===== src/rtl/keypad_scan.sv =====
// keypad_scan: 4x4 matrix keypad scanner with debounce and a single-entry
// event register (key_valid / key_code / key_ack, sticky overrun).
//
// Columns are driven one-hot-low and rotate once per column slot while no
// key is seen. A detected key locks the column, is debounced, reported once,
// and then held until a debounced release brings the scanner back.
// Only one key is tracked at a time; other keys are ignored until release.
//
// Optional feature (define to enable):
//   KEYPAD_RELEASE_EVENT_EN - adds output key_release and reports debounced
//                             releases as events (key_release=1); press events
//                             carry key_release=0.
//
// state      | meaning
// -----------+----------------------------------------------------------
// S_SCAN     | rotating columns, looking for any low row at each sample
// S_DEBOUNCE | column frozen, counting consecutive low samples of the row
// S_HOLD     | key accepted, key_down high, counting high samples to release

module keypad_scan #(
    parameter int unsigned SCAN_DIV     = 16'h7000,
    parameter int unsigned DEBOUNCE_CNT = 4
) (
    input  logic       HCLK,
    input  logic       HRESET,
    input  logic [3:0] row_in,
    output logic [3:0] col_out,
    output logic       key_valid,
    output logic [3:0] key_code,
    input  logic       key_ack,
    output logic       key_down,
    output logic       overrun
`ifdef KEYPAD_RELEASE_EVENT_EN
    ,
    output logic       key_release
`endif
);

    localparam logic [15:0] SLOT_LAST = 16'(SCAN_DIV - 1);
    localparam logic [3:0]  DB_LAST   = 4'(DEBOUNCE_CNT);

    typedef enum logic [1:0] {
        S_SCAN     = 2'd0,
        S_DEBOUNCE = 2'd1,
        S_HOLD     = 2'd2
    } state_t;

    // synchronizer and slot timing
    logic [3:0]  r_sync_meta;
    logic [3:0]  r_sync;
    logic [15:0] r_slot;
    logic        w_sample;

    // scan state
    state_t      r_state;
    state_t      w_state_nxt;
    logic [1:0]  r_col;
    logic [1:0]  w_col_nxt;
    logic [1:0]  r_row;
    logic [1:0]  w_row_nxt;
    logic [3:0]  r_cnt;
    logic [3:0]  w_cnt_nxt;
    logic [3:0]  w_cnt_inc;

    // row decode of the synchronized sample
    logic        w_any_low;
    logic [1:0]  w_low_row;
    logic        w_key_low;

    // event publishing
    logic        w_pub;
    logic        w_pub_press;
    logic [3:0]  w_pub_code;
    logic        r_valid;
    logic [3:0]  r_code;
    logic        r_overrun;
`ifdef KEYPAD_RELEASE_EVENT_EN
    logic        w_pub_release;
    logic        r_release;
`endif

    // Two-flop synchronizer; idle (released) value is all ones.
    always_ff @(posedge HCLK or posedge HRESET) begin
        if (HRESET) begin
            r_sync_meta <= 4'hF;
            r_sync      <= 4'hF;
        end else begin
            r_sync_meta <= row_in;
            r_sync      <= r_sync_meta;
        end
    end

    // Column slot counter; the last count of each slot is the sample point.
    always_ff @(posedge HCLK or posedge HRESET) begin
        if (HRESET) begin
            r_slot <= '0;
        end else if (r_slot == SLOT_LAST) begin
            r_slot <= '0;
        end else begin
            r_slot <= r_slot + 16'd1;
        end
    end

    assign w_sample = (r_slot == SLOT_LAST);

    // Lowest-numbered low row wins when several rows are low at once.
    always_comb begin
        w_low_row = 2'd0;
        w_any_low = (r_sync != 4'hF);
        for (int i = 3; i >= 0; i--) begin
            if (!r_sync[i]) begin
                w_low_row = 2'(i);
            end
        end
    end

    assign w_key_low = ~r_sync[r_row];
    assign w_cnt_inc = r_cnt + 4'd1;

    // Scanner state, locked column/row and debounce counter.
    always_ff @(posedge HCLK or posedge HRESET) begin
        if (HRESET) begin
            r_state <= S_SCAN;
            r_col   <= 2'd0;
            r_row   <= 2'd0;
            r_cnt   <= 4'd0;
        end else begin
            r_state <= w_state_nxt;
            r_col   <= w_col_nxt;
            r_row   <= w_row_nxt;
            r_cnt   <= w_cnt_nxt;
        end
    end

    // Next-state logic; everything moves only on sample cycles.
    always_comb begin
        w_state_nxt   = r_state;
        w_col_nxt     = r_col;
        w_row_nxt     = r_row;
        w_cnt_nxt     = r_cnt;
        w_pub_press   = 1'b0;
`ifdef KEYPAD_RELEASE_EVENT_EN
        w_pub_release = 1'b0;
`endif
        case (r_state)
            S_SCAN: begin
                if (w_sample) begin
                    if (w_any_low) begin
                        w_row_nxt = w_low_row;
                        if (DB_LAST == 4'd1) begin
                            w_pub_press = 1'b1;
                            w_state_nxt = S_HOLD;
                            w_cnt_nxt   = 4'd0;
                        end else begin
                            w_state_nxt = S_DEBOUNCE;
                            w_cnt_nxt   = 4'd1;
                        end
                    end else begin
                        w_col_nxt = r_col + 2'd1;
                    end
                end
            end
            S_DEBOUNCE: begin
                if (w_sample) begin
                    if (w_key_low) begin
                        if (w_cnt_inc == DB_LAST) begin
                            w_pub_press = 1'b1;
                            w_state_nxt = S_HOLD;
                            w_cnt_nxt   = 4'd0;
                        end else begin
                            w_cnt_nxt = w_cnt_inc;
                        end
                    end else begin
                        // bounce: give up on this key and move on
                        w_state_nxt = S_SCAN;
                        w_col_nxt   = r_col + 2'd1;
                        w_cnt_nxt   = 4'd0;
                    end
                end
            end
            S_HOLD: begin
                if (w_sample) begin
                    if (!w_key_low) begin
                        if (w_cnt_inc == DB_LAST) begin
`ifdef KEYPAD_RELEASE_EVENT_EN
                            w_pub_release = 1'b1;
`endif
                            w_state_nxt = S_SCAN;
                            w_col_nxt   = r_col + 2'd1;
                            w_cnt_nxt   = 4'd0;
                        end else begin
                            w_cnt_nxt = w_cnt_inc;
                        end
                    end else begin
                        w_cnt_nxt = 4'd0;
                    end
                end
            end
            default: begin
                w_state_nxt = S_SCAN;
                w_col_nxt   = 2'd0;
                w_cnt_nxt   = 4'd0;
            end
        endcase
    end

`ifdef KEYPAD_RELEASE_EVENT_EN
    assign w_pub = w_pub_press | w_pub_release;
`else
    assign w_pub = w_pub_press;
`endif

    // Row comes from the next-row value so a first-sample publish sees the new row.
    assign w_pub_code = {w_row_nxt, r_col};

    // Single-entry event register: ack frees the slot, a publish into a full
    // slot is dropped and flagged as overrun.
    always_ff @(posedge HCLK or posedge HRESET) begin
        if (HRESET) begin
            r_valid   <= 1'b0;
            r_code    <= 4'd0;
            r_overrun <= 1'b0;
`ifdef KEYPAD_RELEASE_EVENT_EN
            r_release <= 1'b0;
`endif
        end else if (w_pub) begin
            if (!r_valid || key_ack) begin
                r_valid   <= 1'b1;
                r_code    <= w_pub_code;
`ifdef KEYPAD_RELEASE_EVENT_EN
                r_release <= w_pub_release;
`endif
                if (key_ack) begin
                    r_overrun <= 1'b0;
                end
            end else begin
                r_overrun <= 1'b1;
            end
        end else if (key_ack && r_valid) begin
            r_valid   <= 1'b0;
            r_overrun <= 1'b0;
        end
    end

    assign col_out   = ~(4'b0001 << r_col);
    assign key_valid = r_valid;
    assign key_code  = r_code;
    assign key_down  = (r_state == S_HOLD);
    assign overrun   = r_overrun;
`ifdef KEYPAD_RELEASE_EVENT_EN
    assign key_release = r_release;
`endif

endmodule


===== config.mk =====
export PLATFORM = sky130hd
export DESIGN_NAME = keypad_scan
export DESIGN_NICKNAME = d
export VERILOG_FILES = /design/src/rtl/keypad_scan.sv
export SDC_FILE = /design/constraint.sdc
export NUM_CORES = 1
export LEC_CHECK = 0
export ABC_CLOCK_PERIOD_IN_PS = 2100
export BUFFER_PORTS_ARGS = -buffer_cell sky130_fd_sc_hd__buf_2
export CAP_MARGIN = 15
export CORE_UTILIZATION = 30
export DETAILED_ROUTE_END_ITERATION = 6
export PLACE_DENSITY = 0.56
export SYNTH_ARGS = -nofsm -noshare
export SYNTH_HDL_FRONTEND = slang
export SYNTH_SLANG_ARGS = --single-unit

===== constraint.sdc =====
create_clock -name HCLK -period 2.1 [get_ports HCLK]
set_input_delay 0.315 -clock HCLK [delete_from_list [all_inputs] [get_ports HCLK]]
set_output_delay 0.315 -clock HCLK [all_outputs]
set_load 0.1 [all_outputs]

======== After elaboration in Yosys (flattened, before gate mapping) ========
Cells that the tools add are included.
W data, S select, Z words.
word-level totals
  flip-flop bits (word level) ............. 40
  logic and storage cells ................. 88
  output and inout bits ................... 11
  input port bits ......................... 7
operators by class
  muxes and demuxes ....................... 45
  equal/unequal tests ..................... 16
  add/subtract/negate cells ............... 3
  reduce and logical (&&, ||, !) cells .... 11
  bitwise gates (word level) .............. 1
  shift operators ......................... 1
  order comparisons ....................... 1
operator list
  cell                     number
  $mux W2                  22
  $mux W4                  7
  $add A16 B1 Y16 const B  1
  $eq A16 B15 Y1 const B   1
  $mux W16                 1
  $reduce_and A7 Y1        2
  $pmux W2 S3              2
  $pmux W4 S3              1
  $mux W1                  11
  $ne A2 B2 Y1 const B     5
  $ne A2 B1 Y1 const B     4
  $ne A3 B3 Y1 const B     2
  $reduce_and A2 Y1        3
  $add A4 B1 Y4 const B    1
  $eq A4 B3 Y1 const B     1
  $ne A4 B4 Y1 const B     1
  $not A4 Y4               1
  $reduce_and A4 Y1        1
  $shl A1 B2 Y4 const A    1
  $lt A2 B3 Y1 const B     1
  $add A2 B1 Y2 const B    1
  $bmux W1 S2              1
  $eq A2 B1 Y1 const B     1
  $eq A2 B2 Y1 const B     1
  other kinds (5)          5

======== Longest topological paths before layout ========
  depth after elaboration ................. 8
  mapped depth ............................ 9
  gate-level depth less buffers ........... 6

======== Worst setup path after synthesis ========
No wires, ideal clock.
  path kind ............................... register -> register
  from .................................... register r_state[1]
  to ...................................... register r_state[1]
  path buffers ............................ 1
  clock period less this slack ............ 2.485 ns
  path slack .............................. -0.385 ns
  required time ........................... 2.026 ns
  stages on the path, launching flop included .. 5
  library setup time ...................... 0.074 ns
  data arrival time ....................... 2.411 ns
  path through ............................ dfrtp_1 clkbuf_1 nor2b_1 o21ai_0 nand2_1
on the way
  cells in the longest elaborated chain, start to end .. 3
  elaborated cells on any way between the ends .. 12
  classes of those cells .................. eq/ne: 9; mux: 1; reduce/logical: 2
ends and longest elaborated chain
  item                                RTL line  source
  start: declaration                  55        state_t r_state;
  start signal: assignment            128       r_state <= w_state_nxt;
  $eq A2 B2 Y1 (*)                    n/a
  via key_down                        31        output logic key_down,
  $ne A2 B1 Y1 (no source line)       n/a
  $reduce_and A7 Y1 (no source line)  n/a
The timed path passes the listed nets; every way through them passes the cells marked *.
A chain may end at the register's enable or synchronous reset.

======== Worst setup path in the final report ========
  from .................................... register r_slot[7]
  to ...................................... register r_code[1], in the netlist key_code[1]
on the way
  cells in the longest elaborated chain, start to end .. 4
ends and longest elaborated chain
  item                                RTL line  source
  start: declaration                  51        logic [15:0] r_slot;
  start signal: assignment            100       r_slot <= r_slot + 16'd1;
  $eq A16 B15 Y1                      104       assign w_sample = (r_slot == SLOT_LAST);
  $mux W1                             164       if (w_sample) begin
  $mux W1                             145       case (r_state)
  $reduce_and A2 Y1 (no source line)  n/a
  end signal: assignment              229       r_code <= w_pub_code;
  end: declaration                    75        logic [3:0] r_code;
Every way passes these cells.

==> flow_metrics.tcl <==
set metrics [dict create \
    status "finished with violations" \
    violations "design-rule violations" \
    synth.ff_latch_count 40 \
    min_path_cells 1 \
    cts_buffer_depth 2 \
    grt_start_max_net_pins 41 \
    syn_avg_cell_area_um2 10.4 \
    synth-main-ff-cell "dfrtp_1" \
    grtUsageMet3_pct 2.65 \
    rsz0062_at_grt "yes" \
    grt_overflow 0 \
    cpMaxStageDelayCell "or4_4" \
    power.leakage_nw 1.14 \
    grt_pass1_vias 1539 \
    final.setup_skew_ns 0.00721 \
    path_max_fanout 4 \
    max-cap-violations 0 \
    arrival_ns 2.26 \
    holdPathEnd "r_sync_meta[2]" \
    peakVddDrop_uv 426 \
    layout_common_cells "32 x dfrtp_1, 25 x buf_4, 17 x buf_2" \
    timing.rr.start "r_slot[7]" \
    crit_family "simple AND/OR/NAND/NOR gates" \
    maxSlewViolCount 0 \
    chipWidth_um 84.6 \
    end_kind "flip-flop" \
    crit_buf_inv 1 \
    wl_per_cell_um 13.2 \
    synth-edff-count 0 \
    postRouteAntennaNets 0 \
    finalSetupTns_ns 0 \
    final_common_cell "dfrtp_1" \
    ys_types 50 \
    power_density_mw_per_mm2 570 \
    coreArea_mm2 0.00646 \
    vias 1590 \
    top_usage_layer "met2" \
    routed_via_density 4.98 \
    num-nets-final 255 \
    holdWs_ns 0.114 \
    track_usage_pct 13.0 \
    postCtsHoldBufs 0 \
    cp-start-kind "flip-flop" \
    synth_seq_area_share_pct 49.4 \
    crit_type "flip-flop to flip-flop" \
    die_h_um 84.6 \
    cp.required_ns 2.28 \
    port_buffers 17 \
    dieArea_mm2 0.00715 \
    setup_violations 0 \
    grt_first_pass_wirelength_um 7270 \
    drt_iter0_drc 74 \
    hold_violations 0 \
    cts_buffers 5 \
    cts_sinks 40 \
    antenna_found_initial 0 \
    use_met1_pct 17.8 \
    clk-insertion-delay-late_ns 0.29 \
    clk_pin_slew_ns 0.08 \
    async_flop_share_pct 100 \
    ff2ff_path_depth 6 \
    fin_crit_ns 2.08 \
    fin_crit_sh_pct 98.8 \
    gp_congestion 0.753 \
    r2r_slack_ns 0.02 \
    htree_levels 2 \
    root_buffer "clkbuf_8" \
    cts_tree "built" \
    syn_to_final_growth_pct 24.5 \
    ios 18 \
    min-delay-start "row_in[2]" \
    hp-class "input pin to flip-flop" \
    finalInstanceArea_mm2 0.00254 \
    tightest_slew_ns 0.496 \
    syn-num-nets 211 \
    start_util_pct 31.7 \
    gr-usage-met2_pct 20.0 \
    drive_above_1_share_pct 31.0 \
    diodes 0 \
    dr.pass1.iters 6 \
    cp_slowest_stage_delay_ns 0.52 \
    hpwl_um 2990 \
    num-fill-cells 645 \
    drc 1 \
    relSlewSlack_pct 66.9 \
    row_count 29 \
    dpl_cell_area_mm2 0.00239 \
    netlist_instances 197 \
    fmax_mhz 482 \
    routed_wirelength_um 4210 \
    worstReg2RegEnd "key_code[1]" \
    yosys_warnings 0 \
    syn_area_mm2 0.00204 \
    crit_chain "and4_4, nand3_4, or4_4, nor4b_4, buf_6, mux2_4" \
]
[area by class of cell]
| type | instances | area, um^2 | area share (%) |
|---|---|---|---|
| Clock buffer | 5 | 68.8 | 2.70 |
| Clock inverter | 3 | 42.5 | 1.67 |
| Inverter | 14 | 52.6 | 2.06 |
| Multi-Input combinational cell | 137 | 990 | 38.9 |
| Sequential cell | 40 | 1010 | 39.7 |
| Tap cell | 77 | 96.3 | 3.79 |
| Timing Repair Buffer | 43 | 284 | 11.2 |
[timing repair]
item	4_1_cts	5_1_grt
setup buffers	1	1
pin swaps	1	3
setup endpoints to repair	5	9
gates resized for setup	2	9
[through the flow]
stage / util (%) / worst slack (ns) / total power (W) / cells
floorplan: - / 0.00699 / 0.000822 / 197
global placement: 37.0 / -0.00360 / 0.000838 / 309
detailed placement: 37.0 / -0.0450 / 0.000838 / 309
CTS: 39.0 / -0.0174 / 0.00148 / 318
global route: 39.4 / -0.0678 / 0.00151 / 319
finish: 39.4 / 0.0246 / 0.00145 / 319
[logic make-up after synthesis]
kind of cell	Yosys count	share of synthesized area [%]
buffers and inverters	20	3.92
multiplexers	6	3.79
XOR/XNOR	10	4.28
flip-flops	40	49.4
AO/OA/AOI/OAI	38	11.9
adder cells (fa/ha/maj)	7	4.28
AND/OR/NAND/NOR	76	22.3
[per-layer routing]
metal	share of wire (%)	vias up
met5	0	-
met4	2.0	0
met3	2.9	6
met2	43	27
met1	52	768
li1	-	789
[state kept, by name, summed over array words and instances, names as in the netlist]
signal       cells
r_row            2
r_sync_meta      4
r_sync           4
r_cnt            4
r_col            2
r_slot          16
key_code         4
key_valid        1
overrun          1
r_state          2
[report_power, final]
part	internal, W	switching (W)
registers	0.000784	0.00000489
logic	0.0000125	0.0000221
clock network	0.000352	0.000276
total	0.00115	0.000303
[how the worst max path moves through the flow]
stage | start | end | slack, ns | cells past startpoint
6_report | r_slot[7] | key_code[1] | 0.02 | 6
5_1_grt | r_slot[7] | key_code[1] | -0.07 | 6
4_1_cts | r_row[0] | key_code[1] | -0.02 | 5
3_5_place_dp | r_slot[0] | key_code[1] | -0.05 | 5
3_3_place_gp | r_slot[1] | key_code[1] | -0.004 | 5
2_1_floorplan | r_row[0] | key_code[1] | 0.007 | 4
[cells in the mapped netlist (all sizes together), types with 4 or more instances]
library cell  number  area share (%)
nand2             15             2.8
and2               4             1.2
nand3             12             3.5
o21ai             13             3.2
xor2               4             1.7
dfstp              8              10
nor2b              4             1.2
or3                7             2.1
nor2               9             1.7
inv               14             2.6
xnor2              6             2.6
dfrtp             32              39
a21oi              8             2.0
nand4              5             1.5
mux2               4             2.2
a31oi              4             1.2
ha                 7             4.3
Note: power is estimated with default switching activity, not from simulation.
